==> src/rtl/lb_master.sv <==
// lb_master: local-bus initiator issuing single rd/wr pulses, waiting for strobe with timeout.
// Optional retry-on-first-timeout enabled by defining LB_MASTER_RETRY_EN.
module lb_master #(
  parameter int TIMEOUT_CYCLES = 255,
  parameter int TIMEOUT_W      = 8
) (
  input  logic        lb_clk,
  input  logic        reset,
  input  logic        cmd_valid,
  output logic        cmd_ready,
  input  logic        cmd_wr,
  input  logic [15:0] cmd_addr,
  input  logic [15:0] cmd_data,
  output logic        resp_valid,
  input  logic        resp_ready,
  output logic [15:0] resp_data,
  output logic        resp_err,
  output logic [15:0] lb_addr,
  output logic [15:0] lb_data_out,
  output logic        lb_rd,
  output logic        lb_wr,
  input  logic [15:0] lb_data_in,
  input  logic        lb_strb_all,
  output logic        timeout
);
`ifdef LB_MASTER_RETRY_EN
  typedef enum logic [2:0] {IDLE, ISSUE, WAIT, RESP, REISSUE} state_t;
  logic [15:0] r_data;
  logic        r_retry;
`else
  typedef enum logic [1:0] {IDLE, ISSUE, WAIT, RESP} state_t;
`endif
  localparam logic [TIMEOUT_W-1:0] W_LAST = TIMEOUT_W'(TIMEOUT_CYCLES - 1);
  state_t               r_state;
  logic [TIMEOUT_W-1:0] r_cnt;
  logic                 r_wr;
  always_ff @(posedge lb_clk) begin
    if (reset) begin
      r_state     <= IDLE;
      r_cnt       <= '0;
      r_wr        <= 1'b0;
      cmd_ready   <= 1'b0;
      resp_valid  <= 1'b0;
      resp_data   <= '0;
      resp_err    <= 1'b0;
      lb_addr     <= '0;
      lb_data_out <= '0;
      lb_rd       <= 1'b0;
      lb_wr       <= 1'b0;
      timeout     <= 1'b0;
`ifdef LB_MASTER_RETRY_EN
      r_data      <= '0;
      r_retry     <= 1'b0;
`endif
    end else begin
      case (r_state)
        IDLE: begin
          cmd_ready <= 1'b1;
          if (cmd_valid && cmd_ready) begin
            cmd_ready   <= 1'b0;
            r_wr        <= cmd_wr;
            lb_addr     <= cmd_addr;
            lb_rd       <= ~cmd_wr;
            lb_wr       <= cmd_wr;
            lb_data_out <= cmd_wr ? cmd_data : '0;
`ifdef LB_MASTER_RETRY_EN
            r_data      <= cmd_data;
            r_retry     <= 1'b0;
`endif
            r_state     <= ISSUE;
          end
        end
        ISSUE: begin
          lb_rd       <= 1'b0;
          lb_wr       <= 1'b0;
          lb_data_out <= '0;
          r_cnt       <= '0;
          r_state     <= WAIT;
        end
        WAIT: begin
          if (lb_strb_all) begin
            resp_valid <= 1'b1;
            resp_data  <= r_wr ? '0 : lb_data_in;
            resp_err   <= 1'b0;
            r_state    <= RESP;
          end else if (r_cnt == W_LAST) begin
`ifdef LB_MASTER_RETRY_EN
            if (!r_retry) begin
              timeout <= 1'b1;
              r_retry <= 1'b1;
              r_state <= REISSUE;
            end else
`endif
            begin
              resp_valid <= 1'b1;
              resp_data  <= '0;
              resp_err   <= 1'b1;
              timeout    <= 1'b1;
              r_state    <= RESP;
            end
          end else begin
            r_cnt <= r_cnt + 1'b1;
          end
        end
        RESP: begin
          if (resp_ready) begin
            resp_valid <= 1'b0;
            resp_data  <= '0;
            resp_err   <= 1'b0;
            timeout    <= 1'b0;
            cmd_ready  <= 1'b1;
            r_state    <= IDLE;
          end
        end
`ifdef LB_MASTER_RETRY_EN
        REISSUE: begin
          timeout     <= 1'b0;
          lb_rd       <= ~r_wr;
          lb_wr       <= r_wr;
          lb_data_out <= r_wr ? r_data : '0;
          r_state     <= ISSUE;
        end
`endif
        default: r_state <= IDLE;
      endcase
    end
  end
endmodule

==> config.mk <==
export PLATFORM = sky130hd
export DESIGN_NAME = lb_master
export DESIGN_NICKNAME = d
export VERILOG_FILES = /design/src/rtl/lb_master.sv
export SDC_FILE = /design/constraint.sdc
export NUM_CORES = 1
export LEC_CHECK = 0
export CAP_MARGIN = 20
export CELL_PAD_IN_SITES_DETAIL_PLACEMENT = 1
export CELL_PAD_IN_SITES_GLOBAL_PLACEMENT = 1
export CORE_AREA = 2 2 97 99
export CTS_BUF_LIST = sky130_fd_sc_hd__clkbuf_4 sky130_fd_sc_hd__clkbuf_8
export CTS_CLUSTER_DIAMETER = 60
export CTS_CLUSTER_SIZE = 24
export DETAILED_ROUTE_END_ITERATION = 8
export DIE_AREA = 0 0 99 101
export PLACE_DENSITY = 0.8
export SETUP_SLACK_MARGIN = 0.4
export SYNTH_ARGS = -nofsm -noshare
export SYNTH_HDL_FRONTEND = slang
export SYNTH_SLANG_ARGS = --single-unit
==> constraint.sdc <==
create_clock -name lb_clk -period 1.7 [get_ports lb_clk]
set_input_delay 0.255 -clock lb_clk [delete_from_list [all_inputs] [get_ports lb_clk]]
set_output_delay 0.255 -clock lb_clk [all_outputs]
set_load 0.1 [all_outputs]
* Word level (Yosys, flattened, before mapping)
Cells that the tools add are included.
Cells by class: add/subtract/negate cells 1, $mul 0, div/mod/pow operators 0, magnitude comparators 0, equal/unequal tests 10, shifts and indexed selects 0, mux-type cells 31, bitwise gates (word level) 1, reduce and logical (&&, ||, !) cells 13
Operators with widths (count):
- $mux 16 | 6
- $pmux 16 s2 | 2
- $mux 8 | 2
- $pmux 8 s2 | 1
- $pmux 1 s2 | 6
- $ne 2x2->1 const B | 5
- $mux 1 | 9
- $reduce_and 3->1 | 3
- $add 8x1->8 const B | 1
- $eq 8x8->1 const B | 1
- $mux 2 | 4
- $pmux 2 s4 | 1
- $reduce_bool 2->1 | 4
- $reduce_and 2->1 | 3
- $eq 2x2->1 const B | 2
- $reduce_and 4->1 | 1
- $ne 3x3->1 const B | 1
- $eq 2x1->1 const B | 1
- $logic_not 2->1 | 1
- $logic_and 1x1->1 | 1
- $not 1->1 | 1
Storage, ports and cells: register bits 65, bits in latches 0, bits in writable memories 0, ROM bits 0, logic and storage cells 68, memories 0

* Longest topological paths before layout
Gate-level depths: netlist (run 1).
depth after elaboration 4, mapped depth 8

* Worst setup path after synthesis (run 1)
No wires, ideal clock.
kind register to register, start register cmd_ready, end register lb_data_out[10], setup time 0.068 ns, arrival 1.992 ns, data required time 1.632 ns, slack -0.360 ns, cell stages (with the launch flop) 6, cell sequence dfxtp_1 -> nand3_1 -> nor3b_2 -> buf_2 -> a22oi_1 -> nor2_1
Between the ends: word-level cells in the longest chain between the ends 3
RTL lines:
- start, declared | line 10 | output logic cmd_ready,
- start signal, assigned | line 42 | cmd_ready <= 1'b0;
- start signal, assigned | line 58 | cmd_ready <= 1'b1;
- start signal, assigned | line 60 | cmd_ready <= 1'b0;
- $logic_and 1x1->1 | line 59 | if (cmd_valid && cmd_ready) begin
- $ne 2x2->1 (no line)
- $reduce_and 2->1 (no line)
- end signal, assigned | line 65 | lb_data_out <= cmd_wr ? cmd_data : '0;
- end, declared | line 19 | output logic [15:0] lb_data_out,
No other way between the ends. A chain may end at the register's enable or synchronous reset.

* Worst setup path in the final report (run 1)
start register r_cnt[0], end register r_state[1]
Between the ends: word-level cells in the longest chain between the ends 3
RTL lines:
- start, declared | line 35 | logic [TIMEOUT_W-1:0] r_cnt;
- start signal, assigned | line 102 | r_cnt <= r_cnt + 1'b1;
- $eq 8x8->1 | line 86 | end else if (r_cnt == W_LAST) begin
- $ne 3x3->1 (no line)
- $reduce_and 3->1 (no line)
- end signal, assigned | line 78 | r_state <= WAIT;
- end signal, assigned | line 85 | r_state <= RESP;
- end signal, assigned | line 99 | r_state <= RESP;
- end, declared | line 34 | state_t r_state;
No other way between the ends.

==> results.sh, run 1 <==
export IMPL_status="finished, final reports clean"
export IMPL_synth_area_per_cell_um2=9.51
export IMPL_post_drt_wl_per_cell_um=20.8
export IMPL_clk_pin_slew_ns=0.08
export IMPL_reg2regPathDepth=6
export IMPL_p_leak_nw=2.03
export IMPL_hp_class="input pin to register"
export IMPL_finalSetupTns_ns=0
export IMPL_rows=35
export IMPL_ctsLongestPathBuffers=2
export IMPL_finalMaxSlewViolations=0
export IMPL_arrival_ns=1.88
export IMPL_grt_pass1_wl_um=13800
export IMPL_die_w_um=99
export IMPL_yosys_register_bits=65
export IMPL_highest_signal_layer="met4"
export IMPL_synth_cell_types=46
export IMPL_ant_nets=0
export IMPL_start_util_pct=28.3
export IMPL_critPathLaunch="r_cnt[0]$_SDFFE_PP0P_"
export IMPL_cts_sinks=65
export IMPL_synth_top_family_by_area="compound AO/OA/AOI/OAI gates"
export IMPL_drc_errors=0
export IMPL_power_frac_seq_pct=27.2
export IMPL_switchingPower_mw=3.16
export IMPL_cts_tree="yes"
export IMPL_syn_nets=327
export IMPL_async_flop_share_pct=0
export IMPL_power_internal_mw=4.14
export IMPL_io_pins=108
export IMPL_route_vias_total=2701
export IMPL_synthFlopType="dfxtp_1"
export IMPL_finalHoldViolCount=0
export IMPL_die_h_um=101
export IMPL_max_freq_mhz=613
export IMPL_period_needed_ns=1.63
export IMPL_met3_length_um=472
export IMPL_ctsRootBufferMaster="clkbuf_8"
export IMPL_muxShareOfSynthArea_pct=0.837
export IMPL_synthAdderAreaFrac_pct=2.96
export IMPL_synthesis_area_mm2=0.00254
export IMPL_finalCritPeriodShare_pct=95.9
export IMPL_grt_remaining_overflow=0
export IMPL_syn_to_final_growth_pct=112
export IMPL_wl_met2_um=6180
export IMPL_fin_skew_ns=0.0111
export IMPL_clkPwrFrac_pct=18.3
export IMPL_maxCapViolations=0
export IMPL_slowest_delay_ns=0.37
export IMPL_vias_per_cell=5.13
export IMPL_groute_usage_overall_pct=17.6
export IMPL_slew_limit_headroom_pct=73.7
export IMPL_end_kind="register"
export IMPL_synth_compound_area_share_pct=21.7
export IMPL_antenna_found_initial=0
export IMPL_dieArea_mm2=0.0100
export IMPL_cp_data_required_time_ns=1.95
export IMPL_htreeDepth=3
export IMPL_place_congestion=0.777
export IMPL_crit_fanout=6
export IMPL_sw_frac_of_total_pct=43.3
export IMPL_r2r_end="r_state[1]$_SDFFE_PP0P_"
export IMPL_drive_gt1_share_pct=48.3
export IMPL_wl_um=11000
export IMPL_ys_warn_count=0
export IMPL_worstMarginPinSlew_ns=0.395
export IMPL_cp_cell_sequence="inv_4, ha_4, and4_4, a41oi_4, a211oi_4, mux2i_1"
export IMPL_ys_seq_area_share_pct=51.2
export IMPL_n_fill_cell=875
export IMPL_crit_family="compound AO/OA/AOI/OAI gates"
export IMPL_endpoint="r_state[1]$_SDFFE_PP0P_"
export IMPL_grt_start_max_net_pins=20
export IMPL_synth_edf_count=0
export IMPL_rrSetupSlack_ns=0.07
export IMPL_synthSimpleGateAreaFrac_pct=19.8
export IMPL_drtPass1Iterations=4
export IMPL_r2r_start="r_cnt[0]$_SDFFE_PP0P_"
export IMPL_rsz0062_at_grt="true"
export IMPL_peakVddDrop_uv=820
export IMPL_layout_nets=471
export IMPL_insertion_delay_ns=0.35
export IMPL_hpwl_um=6300
export IMPL_diodes=0
export IMPL_setup_viol=0
export IMPL_p_comb_share_pct=54.5
export IMPL_power_density_mw_per_mm2=1350
export IMPL_core_area_mm2=0.00898
export IMPL_synth_cells=267
export IMPL_critPathKind="register to register"
export IMPL_port_buffers=107
export IMPL_cp_slowest_cell="dfxtp_4"
export IMPL_worst_path_buf_inv=1
export IMPL_grt_pass1_vias=2781
export IMPL_cts_made_buffers=9
export IMPL_startpoint_type="register"
export IMPL_synthXorXnorAreaFrac_pct=0
export IMPL_path_depth=6
export IMPL_layout_setup_ws_ns=0.0689
export IMPL_dr_first_iter_drc_count=63
export IMPL_place_area_mm2=0.00447
export IMPL_final_cell_area_mm2=0.00539
export IMPL_wl_met1_um=4020
export IMPL_pre_cts_ws_ns=-0.106
cells by family after synthesis:
| group | after synthesis |
|---|---|
| compound gates | 74 |
| fa+ha+maj | 6 |
| buf+inv | 19 |
| flops | 65 |
| mux | 2 |
| simple gates | 101 |
flip-flops by register name, summed over array words and instances, names as in the netlist, 2 cells and up:
name,flops
r_cnt,8
resp_data,16
lb_addr,16
r_state,2
lb_data_out,16
how the worst min path moves through the flow:
stage / start / to / slack (ns) / cells past startpoint
2_1_floorplan: resp_ready / resp_valid$_SDFFE_PP0P_ / 0.37 / 1
3_3_place_gp: lb_addr[1]$_SDFFE_PP0P_ / lb_addr[1]$_SDFFE_PP0P_ / 0.48 / 2
3_5_place_dp: lb_addr[7]$_SDFFE_PP0P_ / lb_addr[7]$_SDFFE_PP0P_ / 0.48 / 2
4_1_cts: reset / lb_data_out[7]$_SDFFE_PP0P_ / 0.29 / 2
5_1_grt: reset / lb_data_out[7]$_SDFFE_PP0P_ / 0.31 / 2
6_report: reset / lb_data_out[13]$_SDFFE_PP0P_ / 0.30 / 2
power groups by stage:
stage	Clock (mW)	Combinational, mW	Sequential [mW]
after floorplan	0	0.813	2.97
after global placement	0	2.86	1.96
after detailed placement	0	2.93	1.97
after CTS	1.35	3.08	1.95
after global routing	1.43	4.12	2.01
final	1.34	3.98	1.99
cell type report:
| cell class | count | area [um^2] | area share, % |
|---|---|---|---|
| repair buffers | 148 | 2140 | 39.8 |
| flip-flops and latches | 65 | 1320 | 24.5 |
| multi-input cells | 183 | 1570 | 29.1 |
| clock buffers | 9 | 124 | 2.30 |
| clock inverters | 7 | 71.3 | 1.32 |
| well taps | 111 | 139 | 2.57 |
| inverters | 4 | 22.5 | 0.418 |
metal layers:
metal / GRT usage (%) / vias up
met5: 0 / -
met4: 6.85 / 0
met3: 5.06 / 22
met2: 33.2 / 81
met1: 18.3 / 1353
li1: - / 1245
cells in the mapped netlist (2+ instances only):
library cell  number  area [um^2]
dfxtp_1           65         1300
nand2_1           44          165
a21oi_1           27          135
nor2_1            23         86.3
a22o_1            16          140
a22oi_1           15          113
buf_2              7         35.0
nand2b_1           7         43.8
clkbuf_1           6         22.5
ha_1               6         75.1
nand3_1            6         30.0
inv_1              4         15.0
nand4b_1           3         26.3
nor3_1             3         15.0
nand4_1            2         12.5
o31ai_2            2         25.0
or4_4              2         22.5
what timing repair did:
item	4_1_cts	5_1_grt
endpoints found under the setup margin	64	65
cloned	0	6
hold buffers	0	0
resized for setup	16	80
pin swaps	10	39
buffers inserted	7	14
cell usage in the layout, fill, tap and decap left out, drive strengths merged, types with 2 or more instances in the layout:
cell	instances
nand3	7
clkinv	3
ha	6
clkinvlp	3
buf	91
a22oi	15
a22o	16
or4	3
nor2	23
a21oi	29
o31ai	2
nand4	2
clkdlybuf4s50	52
dfxtp	65
inv	4
nor3	3
nand4b	3
nand2	44
clkbuf	14
nand2b	7
metrics by stage:
| step | instances | power [mW] | hold WS [ns] | utilization (%) |
|---|---|---|---|---|
| 2_1_floorplan | 267 | 3.79 | 0.370 | - |
| 3_5_place_dp | 484 | 4.90 | 0.484 | 49.8 |
| 4_1_cts | 507 | 6.38 | 0.288 | 53.5 |
| 6_report | 527 | 7.30 | 0.301 | 60.1 |
| 3_3_place_gp | 484 | 4.82 | 0.478 | 49.8 |
| 5_1_grt | 527 | 7.55 | 0.314 | 60.1 |
(Power assumes the default switching activity.)
==> run 2: changes to the inputs <==
--- a/config.mk
+++ b/config.mk
@@ -15,7 +15,6 @@
 export DETAILED_ROUTE_END_ITERATION = 8
 export DIE_AREA = 0 0 99 101
 export PLACE_DENSITY = 0.8
-export SETUP_SLACK_MARGIN = 0.4
 export SYNTH_ARGS = -nofsm -noshare
 export SYNTH_HDL_FRONTEND = slang
 export SYNTH_SLANG_ARGS = --single-unit
==> run 2 against run 1 <==
Effect of this change: count of clock-buffer cells in the layout is 1 higher; setup slack got worse by 0.0042 ns; global-route usage fell by 1.2 points; fmax shrank 0.26%; clock power up 8%; non-clock buffer count down 13; flip-flop and latch count is the same; routed wire length decreased by 24%.
==> results.sh, run 2 (synthesis results as in run 1) <==
export IMPL_drc_errors=0
export IMPL_cts_sinks=65
export IMPL_top_regs="lb_addr (16), lb_data_out (16), resp_data (16)"
export IMPL_route_vias_total=2502
export IMPL_layout_nets=458
export IMPL_vias_per_cell=4.87
export IMPL_final_cells=514
export IMPL_slew_limit_headroom_pct=74.0
export IMPL_groute_usage_overall_pct=16.4
export IMPL_grt_pass1_wl_um=13200
export IMPL_grt_pass1_vias=2727
export IMPL_n_fill_cell=960
export IMPL_layout_common_cells="dfxtp_1, buf_12, clkdlybuf4s50_1, nand2_1, a21oi_1"
export IMPL_min_delay_start="reset"
export IMPL_rows=35
export IMPL_dr_first_iter_drc_count=34
export IMPL_grt_remaining_overflow=0
export IMPL_hold_slack_ns=0.307
export IMPL_core_area_mm2=0.00898
export IMPL_ant_nets=0
export IMPL_diodes=0
export IMPL_finalHoldViolCount=0
export IMPL_place_congestion=0.749
export IMPL_post_drt_wl_per_cell_um=16.2
export IMPL_finalMaxSlewViolations=0
export IMPL_critPathLaunch="r_state[1]$_SDFFE_PP0P_"
export IMPL_finalSetupTns_ns=0
export IMPL_maxCapViolations=0
export IMPL_final_util_pct=53.2
export IMPL_period_needed_ns=1.64
export IMPL_peakVddDrop_uv=666
export IMPL_startpoint_type="register"
export IMPL_arrival_ns=1.90
export IMPL_grt_start_max_net_pins=24
export IMPL_wl_um=8310
export IMPL_cts_made_buffers=9
export IMPL_die_h_um=101
export IMPL_antenna_found_initial=0
export IMPL_crit_fanout=5
export IMPL_ctsLongestPathBuffers=2
export IMPL_hp_class="input pin to register"
export IMPL_worstMarginPinSlew_ns=0.390
export IMPL_io_pins=108
export IMPL_dpl_cell_count=493
export IMPL_hpwl_um=5880
export IMPL_cp_data_required_time_ns=1.96
export IMPL_critPathKind="register to register"
export IMPL_holdBufCountCts=0
export IMPL_layout_commonest_cell="dfxtp_1"
export IMPL_drtPass1Iterations=4
export IMPL_max_freq_mhz=612
export IMPL_syn_to_final_growth_pct=87.9
export IMPL_setup_viol=0
export IMPL_insertion_delay_ns=0.34
export IMPL_end_kind="register"
export IMPL_port_buffers=107
export IMPL_fin_skew_ns=0.00891
export IMPL_r2r_start="r_state[1]$_SDFFE_PP0P_"
export IMPL_power_density_mw_per_mm2=1350
export IMPL_clk_pin_slew_ns=0.07
export IMPL_drive_gt1_share_pct=31.8
export IMPL_finalCritPeriodShare_pct=96.2
export IMPL_start_util_pct=28.3
export IMPL_status="finished, final reports clean"
export IMPL_ctsRootBufferMaster="clkbuf_8"
export IMPL_cts_tree="yes"
export IMPL_p_leak_nw=1.78
export IMPL_finalPower_mw=6.44
export IMPL_htreeDepth=3
export IMPL_dieArea_mm2=0.0100
export IMPL_die_w_um=99
## run 2: area by class of cell
class                           count  area (um^2)  share of cell area, %
Clock buffer                       10          131                   2.75
Clock inverter                      6         82.6                   1.73
Inverter                            4         15.0                  0.315
Multi-Input combinational cell    183         1230                   25.8
Sequential cell                    65         1310                   27.4
Tap cell                          111          139                   2.91
Timing Repair Buffer              135         1870                   39.1
## run 2: what timing repair did
item | CTS | global route
setup endpoints to repair | 18 | 45
setup buffers | 0 | 4
pin swaps | 0 | 2
gates resized for setup | 5 | 21
cloned | 0 | 1
## run 2: per-layer routing
metal	track usage (%)	share of wire (%)
met1	18.3	40
met2	29.6	54
met3	4.72	5.1
met4	5.80	1.3
met5	0	0
## run 2: final timing paths
kind,to,slack (ns),cells after the start
worst min register to register,lb_addr[1]$_SDFFE_PP0P_,0.49,2
worst max register to register,timeout$_SDFFE_PP0P_,0.06,5
worst max-delay path,timeout$_SDFFE_PP0P_,0.06,5
worst min-delay path,r_cnt[7]$_SDFFE_PP0P_,0.31,2
## run 2: per-stage QoR
stage | worst slack (ns) | area [um^2]
3_5_place_dp | -0.253 | 4410
2_1_floorplan | 0.00335 | 2540
3_3_place_gp | -0.215 | 4410
5_1_grt | -0.0146 | 4770
6_report | 0.0647 | 4770
4_1_cts | 0.00291 | 4640
## run 2: worst max-delay path, stage by stage, from the launching register on
cell	delay [ns]
dfxtp_2	0.36
ha_4	0.18
nand2b_1	0.16
buf_4	0.16
or4_4	0.51
a31oi_2	0.19
## run 2: report_power, final
part	total (mW)	leakage (nW)	switching, mW	internal (mW)
Sequential	1.93	0.528	0.215	1.71
Combinational	3.07	1.15	1.85	1.22
Clock	1.45	0.109	0.612	0.835
